===== src/rtl/ne_layer_sched_ctrl_param.sv =====
// ---------------------------------------------------------------------------
// ne_layer_sched_ctrl_param
//
// Purpose:
//   Schedule controller for a P-lane layered decoder row computer. It steps
//   through ROWDEPTH rows of every layer, one row per cycle, and waits
//   PIPESTAGES drain cycles after each layer. After the last layer of an
//   iteration it spends one check cycle deciding between another iteration
//   and completion. Completion happens on the latched iteration limit or on
//   a parity pass when early termination is enabled. The last row of each
//   layer carries only P_LAST valid lanes, so the per-lane enables are
//   masked on that row.
//
// Ports:
//   clk              clock
//   rst              asynchronous reset, active low
//   loaden           input interface is writing the frame into Lmem
//   start            begin decoding the loaded frame
//   abort            synchronous return to IDLE with all outputs cleared
//   max_itr          runtime iteration limit (0 or >MAXITRS means MAXITRS)
//   et_en            early-termination enable, latched when start is taken
//   parity_ok        syndrome pass flag, looked at only in the check cycle
//   decoder_ready    decode finished, result available
//   busy             row reading, draining or iteration check in progress
//   first_processing Lmem returns the freshly loaded data (layer 0, iter 0)
//   layer_idx        current layer
//   row_addr         current row address
//   rd_L             Lmem read enable
//   rcu_en           per-lane RCU enable
//   rden_E           per-lane Dmem re-access enable (zero in iteration 0)
//   itr_count        iterations completed
//   et_flag          last decode ended by early termination
//   dbg_state        FSM state, for observation only
//
// Handshake: start and loaden are level inputs sampled on the rising edge;
// start is taken only in IDLE, LOAD or DONE while loaden is low, and loaden
// wins when both are high. abort outranks every other input; rst outranks
// abort. decoder_ready stays high in DONE until the next frame is accepted.
// ---------------------------------------------------------------------------
module ne_layer_sched_ctrl_param #(
  parameter int Z              = 511,
  parameter int P              = 26,
  parameter int LAYERS         = 2,
  parameter int ROWDEPTH       = 20,
  parameter int ROWWIDTH       = 5,
  parameter int LAYERWIDTH     = 1,
  parameter int PIPESTAGES     = 13,
  parameter int PIPECOUNTWIDTH = 4,
  parameter int MAXITRS        = 10,
  parameter int ITRWIDTH       = 4,
  parameter int P_LAST         = 17
) (
  input  logic                  clk,
  input  logic                  rst,
  input  logic                  loaden,
  input  logic                  start,
  input  logic                  abort,
  input  logic [ITRWIDTH-1:0]   max_itr,
  input  logic                  et_en,
  input  logic                  parity_ok,
  output logic                  decoder_ready,
  output logic                  busy,
  output logic                  first_processing,
  output logic [LAYERWIDTH-1:0] layer_idx,
  output logic [ROWWIDTH-1:0]   row_addr,
  output logic                  rd_L,
  output logic [P-1:0]          rcu_en,
  output logic [P-1:0]          rden_E,
  output logic [ITRWIDTH-1:0]   itr_count,
  output logic                  et_flag,
  output logic [2:0]            dbg_state
);

  typedef enum logic [2:0] {
    S_IDLE   = 3'd0,
    S_LOAD   = 3'd1,
    S_READ   = 3'd2,
    S_DRAIN  = 3'd3,
    S_ITRCHK = 3'd4,
    S_DONE   = 3'd5
  } state_e;

  // An out-of-range P_LAST falls back to the lane count implied by Z.
  localparam int LAST_LANES = (P_LAST >= 1 && P_LAST <= P) ? P_LAST
                                                           : (Z - P * (ROWDEPTH - 1));
  // Lanes [LAST_LANES-1:0] set; all ones when LAST_LANES == P.
  localparam logic [P-1:0]              LAST_MASK  = {P{1'b1}} >> (P - LAST_LANES);
  localparam logic [P-1:0]              FULL_MASK  = {P{1'b1}};
  localparam logic [ROWWIDTH-1:0]       LAST_ROW   = ROWWIDTH'(ROWDEPTH - 1);
  localparam logic [LAYERWIDTH-1:0]     LAST_LAYER = LAYERWIDTH'(LAYERS - 1);
  localparam logic [PIPECOUNTWIDTH-1:0] LAST_PIPE  = PIPECOUNTWIDTH'(PIPESTAGES - 1);
  localparam logic [ITRWIDTH-1:0]       MAX_LIMIT  = ITRWIDTH'(MAXITRS);

  state_e                    state_q, state_d;
  logic [ROWWIDTH-1:0]       row_q, row_d;
  logic [LAYERWIDTH-1:0]     layer_q, layer_d;
  logic [PIPECOUNTWIDTH-1:0] pcnt_q, pcnt_d;
  logic [ITRWIDTH-1:0]       itr_q, itr_d;
  logic [ITRWIDTH-1:0]       limit_q, limit_d;
  logic                      eten_q, eten_d;
  logic                      etf_q, etf_d;
  logic                      first_q, first_d;
  logic                      ready_q, ready_d;
  logic                      busy_q, busy_d;
  logic                      rd_q, rd_d;
  logic [P-1:0]              rcu_q, rcu_d;
  logic [P-1:0]              rden_q, rden_d;

  logic                      accept;
  logic [ITRWIDTH-1:0]       itr_inc;

  assign itr_inc = itr_q + 1'b1;

  function automatic logic [P-1:0] row_mask(input logic [ROWWIDTH-1:0] r);
    return (r == LAST_ROW) ? LAST_MASK : FULL_MASK;
  endfunction

  // -------------------------------------------------------------------------
  // Next-state and registered-output logic
  // -------------------------------------------------------------------------
  always_comb begin
    state_d = state_q;
    row_d   = row_q;
    layer_d = layer_q;
    pcnt_d  = pcnt_q;
    itr_d   = itr_q;
    limit_d = limit_q;
    eten_d  = eten_q;
    etf_d   = etf_q;
    first_d = first_q;
    ready_d = ready_q;
    busy_d  = 1'b0;
    rd_d    = 1'b0;
    rcu_d   = '0;
    rden_d  = '0;
    accept  = 1'b0;

    unique case (state_q)
      S_IDLE: begin
        if (loaden) begin
          state_d = S_LOAD;
          first_d = 1'b1;
        end else if (start) begin
          accept = 1'b1;
        end
      end

      S_LOAD: begin
        first_d = 1'b1;
        if (!loaden && start) begin
          accept = 1'b1;
        end
      end

      S_READ: begin
        if (row_q == LAST_ROW) begin
          state_d = S_DRAIN;
          pcnt_d  = '0;
        end else begin
          row_d = row_q + 1'b1;
        end
      end

      S_DRAIN: begin
        if (pcnt_q == LAST_PIPE) begin
          // From here on Lmem holds updated values, not the loaded frame.
          if (layer_q == '0 && itr_q == '0) begin
            first_d = 1'b0;
          end
          if (layer_q != LAST_LAYER) begin
            layer_d = layer_q + 1'b1;
            row_d   = '0;
            state_d = S_READ;
          end else begin
            state_d = S_ITRCHK;
          end
        end else begin
          pcnt_d = pcnt_q + 1'b1;
        end
      end

      S_ITRCHK: begin
        itr_d = itr_inc;
        if (eten_q && parity_ok) begin
          etf_d   = 1'b1;
          ready_d = 1'b1;
          state_d = S_DONE;
        end else if (itr_inc == limit_q) begin
          ready_d = 1'b1;
          state_d = S_DONE;
        end else begin
          layer_d = '0;
          row_d   = '0;
          state_d = S_READ;
        end
      end

      S_DONE: begin
        if (loaden) begin
          ready_d = 1'b0;
          first_d = 1'b1;
          state_d = S_LOAD;
        end else if (start) begin
          accept = 1'b1;
        end
      end

      default: begin
        state_d = S_IDLE;
      end
    endcase

    // Frame acceptance: latch run configuration and restart at row 0, layer 0.
    if (accept) begin
      if (max_itr == '0 || int'(max_itr) > MAXITRS) begin
        limit_d = MAX_LIMIT;
      end else begin
        limit_d = max_itr;
      end
      eten_d  = et_en;
      first_d = 1'b1;
      itr_d   = '0;
      etf_d   = 1'b0;
      ready_d = 1'b0;
      row_d   = '0;
      layer_d = '0;
      state_d = S_READ;
    end

    if (abort) begin
      state_d = S_IDLE;
      row_d   = '0;
      layer_d = '0;
      pcnt_d  = '0;
      itr_d   = '0;
      limit_d = '0;
      eten_d  = 1'b0;
      etf_d   = 1'b0;
      first_d = 1'b0;
      ready_d = 1'b0;
    end

    // Row-cycle enables describe the row that is read in the next cycle.
    // Dmem re-access only makes sense once an iteration has written it.
    if (state_d == S_READ) begin
      rd_d   = 1'b1;
      rcu_d  = row_mask(row_d);
      rden_d = (itr_d != '0) ? row_mask(row_d) : '0;
    end

    busy_d = (state_d == S_READ) || (state_d == S_DRAIN) || (state_d == S_ITRCHK);
  end

  // -------------------------------------------------------------------------
  // State and output registers
  // -------------------------------------------------------------------------
  always_ff @(posedge clk or negedge rst) begin
    if (!rst) begin
      state_q <= S_IDLE;
      row_q   <= '0;
      layer_q <= '0;
      pcnt_q  <= '0;
      itr_q   <= '0;
      limit_q <= '0;
      eten_q  <= 1'b0;
      etf_q   <= 1'b0;
      first_q <= 1'b0;
      ready_q <= 1'b0;
      busy_q  <= 1'b0;
      rd_q    <= 1'b0;
      rcu_q   <= '0;
      rden_q  <= '0;
    end else begin
      state_q <= state_d;
      row_q   <= row_d;
      layer_q <= layer_d;
      pcnt_q  <= pcnt_d;
      itr_q   <= itr_d;
      limit_q <= limit_d;
      eten_q  <= eten_d;
      etf_q   <= etf_d;
      first_q <= first_d;
      ready_q <= ready_d;
      busy_q  <= busy_d;
      rd_q    <= rd_d;
      rcu_q   <= rcu_d;
      rden_q  <= rden_d;
    end
  end

  assign decoder_ready    = ready_q;
  assign busy             = busy_q;
  assign first_processing = first_q;
  assign layer_idx        = layer_q;
  assign row_addr         = row_q;
  assign rd_L             = rd_q;
  assign rcu_en           = rcu_q;
  assign rden_E           = rden_q;
  assign itr_count        = itr_q;
  assign et_flag          = etf_q;
  assign dbg_state        = state_q;

endmodule


===== config.mk =====
export PLATFORM = sky130hd
export DESIGN_NAME = ne_layer_sched_ctrl_param
export DESIGN_NICKNAME = d
export VERILOG_FILES = /design/src/rtl/ne_layer_sched_ctrl_param.sv
export SDC_FILE = /design/constraint.sdc
export NUM_CORES = 1
export LEC_CHECK = 0
export BUFFER_PORTS_ARGS = -buffer_cell sky130_fd_sc_hd__buf_2
export CAP_MARGIN = 20
export CORE_MARGIN = 3
export CORE_UTILIZATION = 45
export DETAILED_ROUTE_END_ITERATION = 8
export PLACE_DENSITY = 0.81
export SLEW_MARGIN = 0
export SYNTH_ARGS = -nofsm -noshare
export SYNTH_HDL_FRONTEND = slang
export SYNTH_SLANG_ARGS = --single-unit

===== constraint.sdc =====
create_clock -name clk -period 2.05 [get_ports clk]
set_clock_uncertainty 0.05 [all_clocks]
set_input_delay 0.3075 -clock clk [delete_from_list [all_inputs] [get_ports clk]]
set_output_delay 0.3075 -clock clk [all_outputs]
set_load 0.02 [all_outputs]

==> run metrics, run 1 <==
largest net degree at the start of global routing 31; CTS H-tree lvls 2; CP required 2.17 ns; # IOs 81; internal power 982.6 uW; residual DRC count 0; DPL Wire Length 3.957 mm; Initial Utilization 48.88%; Mapped Cells 255; sequential power share 44.9%; gr ovfl total 0; Slowest Stage Delay on Critical Path 0.42 ns; Post-Syn Nets 271; crit-path max FO 6; root buffer cell clkbuf_8; Hold Buf Count CTS 0; combinational cell fraction of total power 20.3%; top cells by count, synth buf_4 (50), dfrtp_1 (30), a21oi_1 (22); Die W 76.41 um; Worst-path clk slew 0.06 ns; Post-synth EDFFs 0; first-pass GRT wire length 8.542 mm; 1st-pass router iterations 4; DR WL/cell 14.96 um; Tightest Pin Transition 0.6659 ns; run status finished with violations; Mapped Avg Cell Area 8.749 um2; Routed WL 5.791 mm; Final period util 107.1%; Slowest-stage cell, CP a21oi_1; Hold Path Class input pin to async pin; gpl congestion 0.8721; worst IR drop on VDD 0.0004534 V; top cell type by total area after synthesis dfrtp_1; Worst-Skew Late Latency 0.29 ns; leakage power total 0.001388 uW; Post-Syn Area 2231 um2; RSZ-0062 raised after global routing yes; share of layout cells above drive strength 1 48.14%; relative slew slack 55.61%; vias 2046; FFs w/ async S/R, synth 100.0%; Slew Viols, Final 0; sequential fraction of the synthesis area 33.65%; Synth area leaders dfrtp_1 (34%), buf_4 (17%), a21oi_1 (4.9%); failing checks setup timing; final core utilization 61.43%; cts bufs inserted 5; Clock power frac 34.8%; Seq. cell area 757.0 um2; Filler cells 410; Total Routing Usage GR 17.70%; synthesis warning total 0; Cell Pwr Density 499.0 nW/um2; clk sinks 30; clock buffer depth 2; predominant post-synthesis flop cell dfrtp_1; FP Rows 24; CORE AREA 4564 um2; CTS tree done; area of the multi-input gates 1160 um2; Area growth, synth to finish 25.69%; initial antenna violation count 0; nets@finish 337; FMAX 0.4556 GHz; vias in the first global route 1782; die extent in y 76.41 um; vias per cell 5.287; Startpoint Class register; min cycle time layout 2.195 ns; cell with the most instances after synthesis buf_4; 1st-iter DRT viols 123; fin worst setup slack -0.1450 ns; CP endpoint kind register; MaxCap Viol Count 0; post-synthesis cell type count 51; P_sw 416.6 uW; #FFs+latches synth 30; Die ar. 5838 um2; worst path arrival time 2.31 ns; Antenna Nets Post-Route 0; area share of the largest cell type after synthesis 33.65%; Switching Fraction 29.78%; Setup Crit Path Kind register to register; antenna cells 0; crit-path cells buf_12 -> nand2b_1 -> a21oi_1 -> o221ai_1 -> a311o_1 -> a211oi_2 -> nor3_1; post-route total power 1399 uW; final hold vios 0; Port Buffers 80; final-report setup violation count 2
-- worst max-delay path: cells and delay by family, from the launching register on --
| family | cells | cell delay (ns) |
|---|---|---|
| buffers and inverters | 1 | 0.12 |
| AND/OR/NAND/NOR | 2 | 0.16 |
| AO/OA/AOI/OAI | 4 | 1.32 |
| flip-flops | 1 | 0.41 |
-- kinds of logic after synthesis --
group / Yosys count / synth area share (%)
compound gates: 56 / 17.16
xor+xnor: 9 / 3.534
simple gates: 89 / 21.09
flops: 30 / 33.65
buf+inv: 65 / 21.31
mux: 1 / 0.4487
fa+ha+maj: 5 / 2.804
-- cell type report --
cell class,instances,area share [%]
well taps,65,2.900
multi-input cells,160,41.37
inverters,7,0.9371
clock buffers,7,3.079
repair buffers,117,24.54
clock inverters,1,0.1785
flip-flops and latches,30,27.00
-- registers in the layout, summed over array words and instances, names as in the netlist --
register          cells
itr_count             4
first_processing      1
rcu_en                2
pcnt_q                4
dbg_state             3
layer_idx             1
limit_q               4
row_addr              5
eten_q                1
busy                  1
et_flag               1
decoder_ready         1
rden_E                2
-- metal layers --
layer  part of all wire [%]  global-route usage [%]
met5                      0                       0
met4                    1.8                   4.891
met3                    9.1                   5.319
met2                     47                   30.14
met1                     42                   21.66
-- cell usage in the layout, fill, tap and decap left out, drive strengths merged, types with 2 or more instances in the layout --
master / count
nand2: 18
dfrtp: 30
clkbuf: 8
nor3: 10
xor2: 3
nand2b: 3
nand4: 3
and2b: 2
nand3b: 2
o221ai: 2
nand3: 9
and2: 4
nor3b: 3
o21ai: 13
inv: 7
a21oi: 22
or3: 2
a211oi: 4
ha: 5
nor2b: 3
nor2: 21
xnor2: 6
buf: 116
a31oi: 4
and3: 2
-- per-stage QoR --
stage | worst slack [ns] | instances | setup TNS [ns] | cell area [um2] | hold slack [ns]
after floorplan | -0.01100 | 255 | -0.01100 | 2246 | -0.03809
after global placement | 0.04182 | 367 | 0 | 2466 | 0.3291
after detailed placement | -0.03103 | 367 | -0.04391 | 2466 | 0.3330
after CTS | 0.02363 | 375 | 0 | 2575 | 0.02873
after global routing | -0.1682 | 387 | -0.3677 | 2804 | 0.04967
final | -0.1450 | 387 | -0.2761 | 2804 | 0.004294
-- what timing repair did --
action | CTS | global route
endpoints found under the hold margin | 0 | 0
gates cloned | 0 | 0
endpoints found under the setup margin | 4 | 5
pin swaps | 2 | 8
resized for setup | 3 | 26
buffers inserted | 0 | 13
-- final timing paths --
path / to / cells past startpoint / from / slack (ns)
worst max-delay path: rden_E[24] / 7 / dbg_state[2] / -0.15
min in group clk: eten_q / 3 / et_en / 0.21
worst min register to register: first_processing / 2 / first_processing / 0.47
max in group asynchronous: itr_count[1] / 1 / rst / 1.48
worst min-delay path: dbg_state[0] / 1 / rst / 0.004
worst max register to register: rden_E[24] / 7 / dbg_state[2] / -0.15
-- power by group through the flow --
stage | registers [uW] | logic [uW] | clock network (uW)
global placement | 636 | 260 | 0
finish | 628 | 284 | 487
detailed placement | 637 | 264 | 0
CTS | 627 | 265 | 493
global route | 632 | 306 | 514
floorplan | 650 | 189 | 0
Note: power is estimated with default switching activity, not from simulation.
==> run 2: changes to the inputs <==
--- a/config.mk
+++ b/config.mk
@@ -15,3 +15,4 @@
 export SYNTH_ARGS = -nofsm -noshare
 export SYNTH_HDL_FRONTEND = slang
 export SYNTH_SLANG_ARGS = --single-unit
+export TNS_END_PERCENT = 5
==> run 2 against run 1 <==
The run ends with hold timing left. First-iteration DRC count increased by 59%. Wire length decreased by 2.9%. Sequential share of layout area increased by 0.79 points. Die area unchanged. Worst hold slack got worse by 0.0060 ns. Combinational power decreased by 3%. Final cell count decreased by 1.3%. Clock power increased by 23%. Count of clock-buffer cells in the layout decreased by 1. Fmax increased by 7.9%. Worst setup slack improved by 0.16 ns. Non-clock buffer count decreased by 5. Largest cell class unchanged. Highest routed layer unchanged.
==> run metrics, run 2 (synthesis gave the netlist of run 1 again) <==
min cycle time layout 2.034 ns; clk sinks 30; DPL Wire Length 4.063 mm; RSZ-0062 raised after global routing yes; worst path arrival time 2.16 ns; Worst-path clk slew 0.07 ns; Total Routing Usage GR 18.27%; Port Buffers 80; Worst-Skew Late Latency 0.29 ns; Tightest Pin Transition 0.6682 ns; reg2reg path depth 7; die extent in y 76.41 um; CP endpoint kind register; Cell Pwr Density 551.5 nW/um2; FMAX 0.4916 GHz; CTS tree done; final-report setup violation count 0; gpl congestion 0.8987; Die ar. 5838 um2; r2r setup slk 0.02 ns; vias in the first global route 1904; FP Rows 24; Area growth, synth to finish 21.93%; leakage power total 0.001357 uW; largest net degree at the start of global routing 31; setup TNS 0 ns; root buffer cell clkbuf_8; nets@finish 332; relative slew slack 55.45%; worst IR drop on VDD 0.0003702 V; Final period util 99.24%; first-pass GRT wire length 8.914 mm; 1st-pass router iterations 4; most common cell after layout, fill and taps aside buf_2; cts bufs inserted 5; Worst Setup SP itr_count[1]; CTS H-tree lvls 2; vias 2030; antenna cells 0; MaxCap Viol Count 0; most frequent cells in the layout buf_2 (80), buf_4 (30), dfrtp_1 (26), a21oi_1 (22); final hold vios 2; gr ovfl total 0; Antenna Nets Post-Route 0; Setup Crit Path Kind register to register; final std cells w/o fill 382; # IOs 81; failing checks hold timing; CORE AREA 4564 um2; run status finished with violations; residual DRC count 0; post-route cell area 2720 um2; share of layout cells above drive strength 1 46.06%; Routed WL 5.622 mm; worst r2r src itr_count[1]; initial antenna violation count 0; vias per cell 5.314; 1st-iter DRT viols 195; Initial Utilization 48.88%; Die W 76.41 um; DR WL/cell 14.72 um; Startpoint Class register; post-placement cell area 2466 um2; Slew Viols, Final 0; crit-path max FO 4; Placed Instances 367; max reg flops 5; Hold Path Class input pin to async pin; clock buffer depth 2; CP required 2.17 ns; hold slack -0.001720 ns; RR Endpoint rcu_en[24]
run 2: power breakdown:
part	total [uW]	switching, uW	internal, uW
logic	275	175	101
clock network	598	236	362
registers	627	18.9	608
run 2: worst max path at each step:
stage / endpoint / cells after the start
after floorplan: rcu_en[24] / 9
after global placement: busy / 7
after detailed placement: rcu_en[24] / 8
after CTS: rcu_en[24] / 8
after global routing: rcu_en[24] / 7
final: rcu_en[24] / 7
run 2: critical path: stages (launching register included):
cell and delay [ns]:
dfrtp_1 0.42, ha_2 0.21, xnor2_2 0.14, xnor2_1 0.19, nand4bb_4 0.28, a311o_1 0.30, a211oi_2 0.24, a211oi_1 0.08
run 2: layer usage:
metal  global-route usage (%)  share of wire, %  vias to the layer above
met1                    22.41                42                      930
li1                         -                 -                      962
met2                    30.23                46                      123
met5                        0                 0                        -
met4                    7.065               2.2                        0
met3                    5.201               9.2                       15
run 2: area by class of cell:
type	instances	area [um2]
Clock inverter	2	37.54
Timing Repair Buffer	112	641.9
Multi-Input combinational cell	160	1105
Clock buffer	6	72.57
Tap cell	65	81.33
Fill cell	406	1844
Inverter	7	26.28
Sequential cell	30	755.7
run 2: metrics by stage:
stage          utilization [%]  worst slack, ns  power [uW]
2_1_floorplan                -         -0.01185       838.9
3_3_place_gp             54.03          0.06698       894.9
3_5_place_dp             54.03          0.01877       900.3
4_1_cts                  56.44         0.004069        1503
5_1_grt                  59.59         -0.04839        1573
6_report                 59.59          0.01566        1500
run 2: repair_timing:
action / in CTS / in global routing
hold buffers: 0 / 0
setup buffers: 0 / 7
endpoints found under the setup margin: 0 / 7
gates resized for setup: 0 / 22
==> run 3: changes to the inputs <==
--- a/config.mk
+++ b/config.mk
@@ -5,12 +5,14 @@
 export SDC_FILE = /design/constraint.sdc
 export NUM_CORES = 1
 export LEC_CHECK = 0
+export ABC_AREA = 1
 export BUFFER_PORTS_ARGS = -buffer_cell sky130_fd_sc_hd__buf_2
 export CAP_MARGIN = 20
 export CORE_MARGIN = 3
 export CORE_UTILIZATION = 45
 export DETAILED_ROUTE_END_ITERATION = 8
 export PLACE_DENSITY = 0.81
+export RECOVER_POWER = 100
 export SLEW_MARGIN = 0
 export SYNTH_ARGS = -nofsm -noshare
 export SYNTH_HDL_FRONTEND = slang
==> run 3 against run 2 <==
The flow finishes with violations (capacitance limit, slew limit). Global-route usage fell by 0.36 points. Critical path depth is 7 higher. First-iteration DRC count is 56% lower. Count of clock-buffer cells in the layout decreased by 1. Final cell count grew 1.0%. Synthesized area decreased by 3.4%. Fmax up 1.6%. Final area down 8.7%. Die area decreased by 3.2%. Via count is 1.9% lower. Worst hold slack gained 0.21 ns. Non-clock buffer count decreased by 22. Critical path type unchanged. Highest routed layer unchanged.
==> run metrics, run 3 <==
CTS tree done; CORE AREA 4474 um2; vias per cell 5.158; most frequent cells in the layout buf_2 (68), inv_1 (41), nand2_1 (38), dfrtp_1 (29), nor2_1 (18); top cells by count, synth buf_4 (49), inv_1 (45), nand2_1 (45); synthesis warning total 0; #FFs+latches synth 30; # IOs 81; Worst-Skew Late Latency 0.29 ns; fin worst setup slack 0.04718 ns; failing checks capacitance limit, slew limit; FP Rows 24; 1st-pass router iterations 4; vias 1991; min cycle time layout 2.003 ns; Post-Syn Area 2155 um2; final hold vios 0; top cell type by total area after synthesis dfrtp_1; nets@finish 349; most common cell after layout, fill and taps aside buf_2; largest net degree at the start of global routing 31; final-report setup violation count 0; Setup Crit Path Kind register to register; die extent in y 75.20 um; initial antenna violation count 0; predominant post-synthesis flop cell dfrtp_1; worst IR drop on VDD 0.0003308 V; gpl congestion 0.9122; leakage power total 0.001445 uW; FMAX 0.4993 GHz; Total Routing Usage GR 17.91%; relative slew slack -5.876%; Die W 75.20 um; root buffer cell clkbuf_8; antenna cells 0; Antenna Nets Post-Route 0; DR WL/cell 13.02 um; RSZ-0062 raised after global routing yes; run status finished with violations; Synth Area in Simple Gates 23.87%; XOR/XNOR share of the synthesized area 0.4065%; CP endpoint kind register; Area growth, synth to finish 15.21%; Post-synth EDFFs 0; residual DRC count 0; FFs w/ async S/R, synth 100.0%; max reg flops 5; sequential fraction of the synthesis area 34.84%; cts bufs inserted 5; post-route total power 1490 uW; Synth area leaders dfrtp_1 (35%), buf_4 (17%), inv_1 (7.8%); CP required 2.23 ns; post-synthesis adder-cell area fraction 2.904%; Routed WL 5.025 mm; Tightest Pin Transition 1.588 ns; 1st-iter DRT viols 85; clock buffer depth 2; Port Buffers 80; vias in the first global route 1755; mux share of post-synthesis cell area 0%; Cell Pwr Density 600.4 nW/um2; Hold Path Class input pin to register; first-pass GRT wire length 7.783 mm; largest family of logic cells by synthesized area buffers and inverters; clk sinks 30; Startpoint Class register; Final period util 97.70%; worst slack at placement -0.01001 ns; Worst-path clk slew 0.07 ns; share of layout cells above drive strength 1 37.13%; MaxCap Viol Count 1; worst path arrival time 2.18 ns; Initial Utilization 48.15%; crit-path max FO 3; Filler cells 410; Slew Viols, Final 31; gr ovfl total 0; Hold Buf Count CTS 0; Mapped Avg Cell Area 7.507 um2; area share of the largest cell type after synthesis 34.84%; Mapped Cells 287; post-synthesis cell type count 32; DPL Wire Length 3.751 mm; Post-Syn Nets 303; Die ar. 5654 um2; cell with the most instances after synthesis buf_4; CTS H-tree lvls 2; post-synthesis compound-gate area fraction 11.38%
run 3: changes by cell type after synthesis, sizes merged, moves of 4 or more:
cell,previous run,this run
o21ai,13,18
inv,7,50
nand4,3,11
xnor2,6,0
buf,55,50
and2,4,0
nor3,10,4
nand2,18,50
a21oi,22,13
nand3,9,20
run 3: kinds of logic (layout without fill, tap and decap cells):
| kind of cell | after synthesis | in the layout |
|---|---|---|
| compound gates | 41 | 41 |
| buf+inv | 101 | 148 |
| xor+xnor | 1 | 1 |
| fa+ha+maj | 5 | 5 |
| simple gates | 109 | 109 |
| flops | 30 | 30 |
run 3: worst max-delay path, cell delays in order, from the launching register on:
cell      delay, ns
dfrtp_1        0.43
inv_2          0.08
ha_4           0.25
nand2_2        0.07
inv_2          0.04
o21ai_2        0.13
nor2_2         0.05
nand2_2        0.08
nand2_4        0.07
buf_6          0.11
o211ai_1       0.26
nand3_2        0.13
nor2_2         0.12
nand2_1        0.06
inv_1          0.04
run 3: power by group:
part           internal, uW  leakage [uW]  switching (uW)
Sequential              611      0.000409            23.7
Clock                   361     0.0000504             240
Combinational          79.4      0.000986             176
run 3: stage by stage:
step | std cells | hold slack, ns | cell area [um2] | util [%] | TNS (ns)
after floorplan | 287 | -0.03809 | 2156 | - | 0
final | 386 | 0.2087 | 2482 | 55.48 | 0
after detailed placement | 373 | 0.3309 | 2276 | 50.87 | -0.01001
after CTS | 382 | 0.01518 | 2397 | 53.58 | 0
after global placement | 373 | 0.3225 | 2276 | 50.87 | 0
after global routing | 386 | 0.2153 | 2482 | 55.48 | -0.2298
run 3: metal layers:
layer / up-vias / wire, um / track usage [%]
li1: 961 / - / -
met1: 935 / 2136 / 21.54
met2: 88 / 2475 / 31.53
met3: 7 / 359 / 4.272
met4: 0 / 53 / 5.631
met5: - / 0 / 0
run 3: timing repair:
action                                  in CTS  in global routing
endpoints found under the setup margin       2                  4
pin swaps                                    0                 12
setup buffers                                1                  4
resized for setup                            0                 22
run 3: worst paths after layout:
check                      depth (start not counted)    startpoint  slack (ns)            to
hold reg to reg                                    2        eten_q        0.43        eten_q
min in group asynchronous                          1           rst        0.36  dbg_state[0]
max in group asynchronous                          1           rst        0.55  itr_count[0]
setup reg to reg                                  14  itr_count[1]        0.05    rden_E[24]
hold / removal                                     2         abort        0.21  dbg_state[0]
setup / recovery                                  14  itr_count[1]        0.05    rden_E[24]
run 3: final cells by class:
| type | count | area, um2 | share of cell area, % |
|---|---|---|---|
| Clock buffer | 5 | 68.82 | 2.772 |
| Multi-Input combinational cell | 156 | 897.1 | 36.14 |
| Timing Repair Buffer | 90 | 464.2 | 18.70 |
| Clock inverter | 3 | 45.04 | 1.815 |
| Inverter | 50 | 190.2 | 7.661 |
| Tap cell | 52 | 65.06 | 2.621 |
| Sequential cell | 30 | 752.0 | 30.29 |
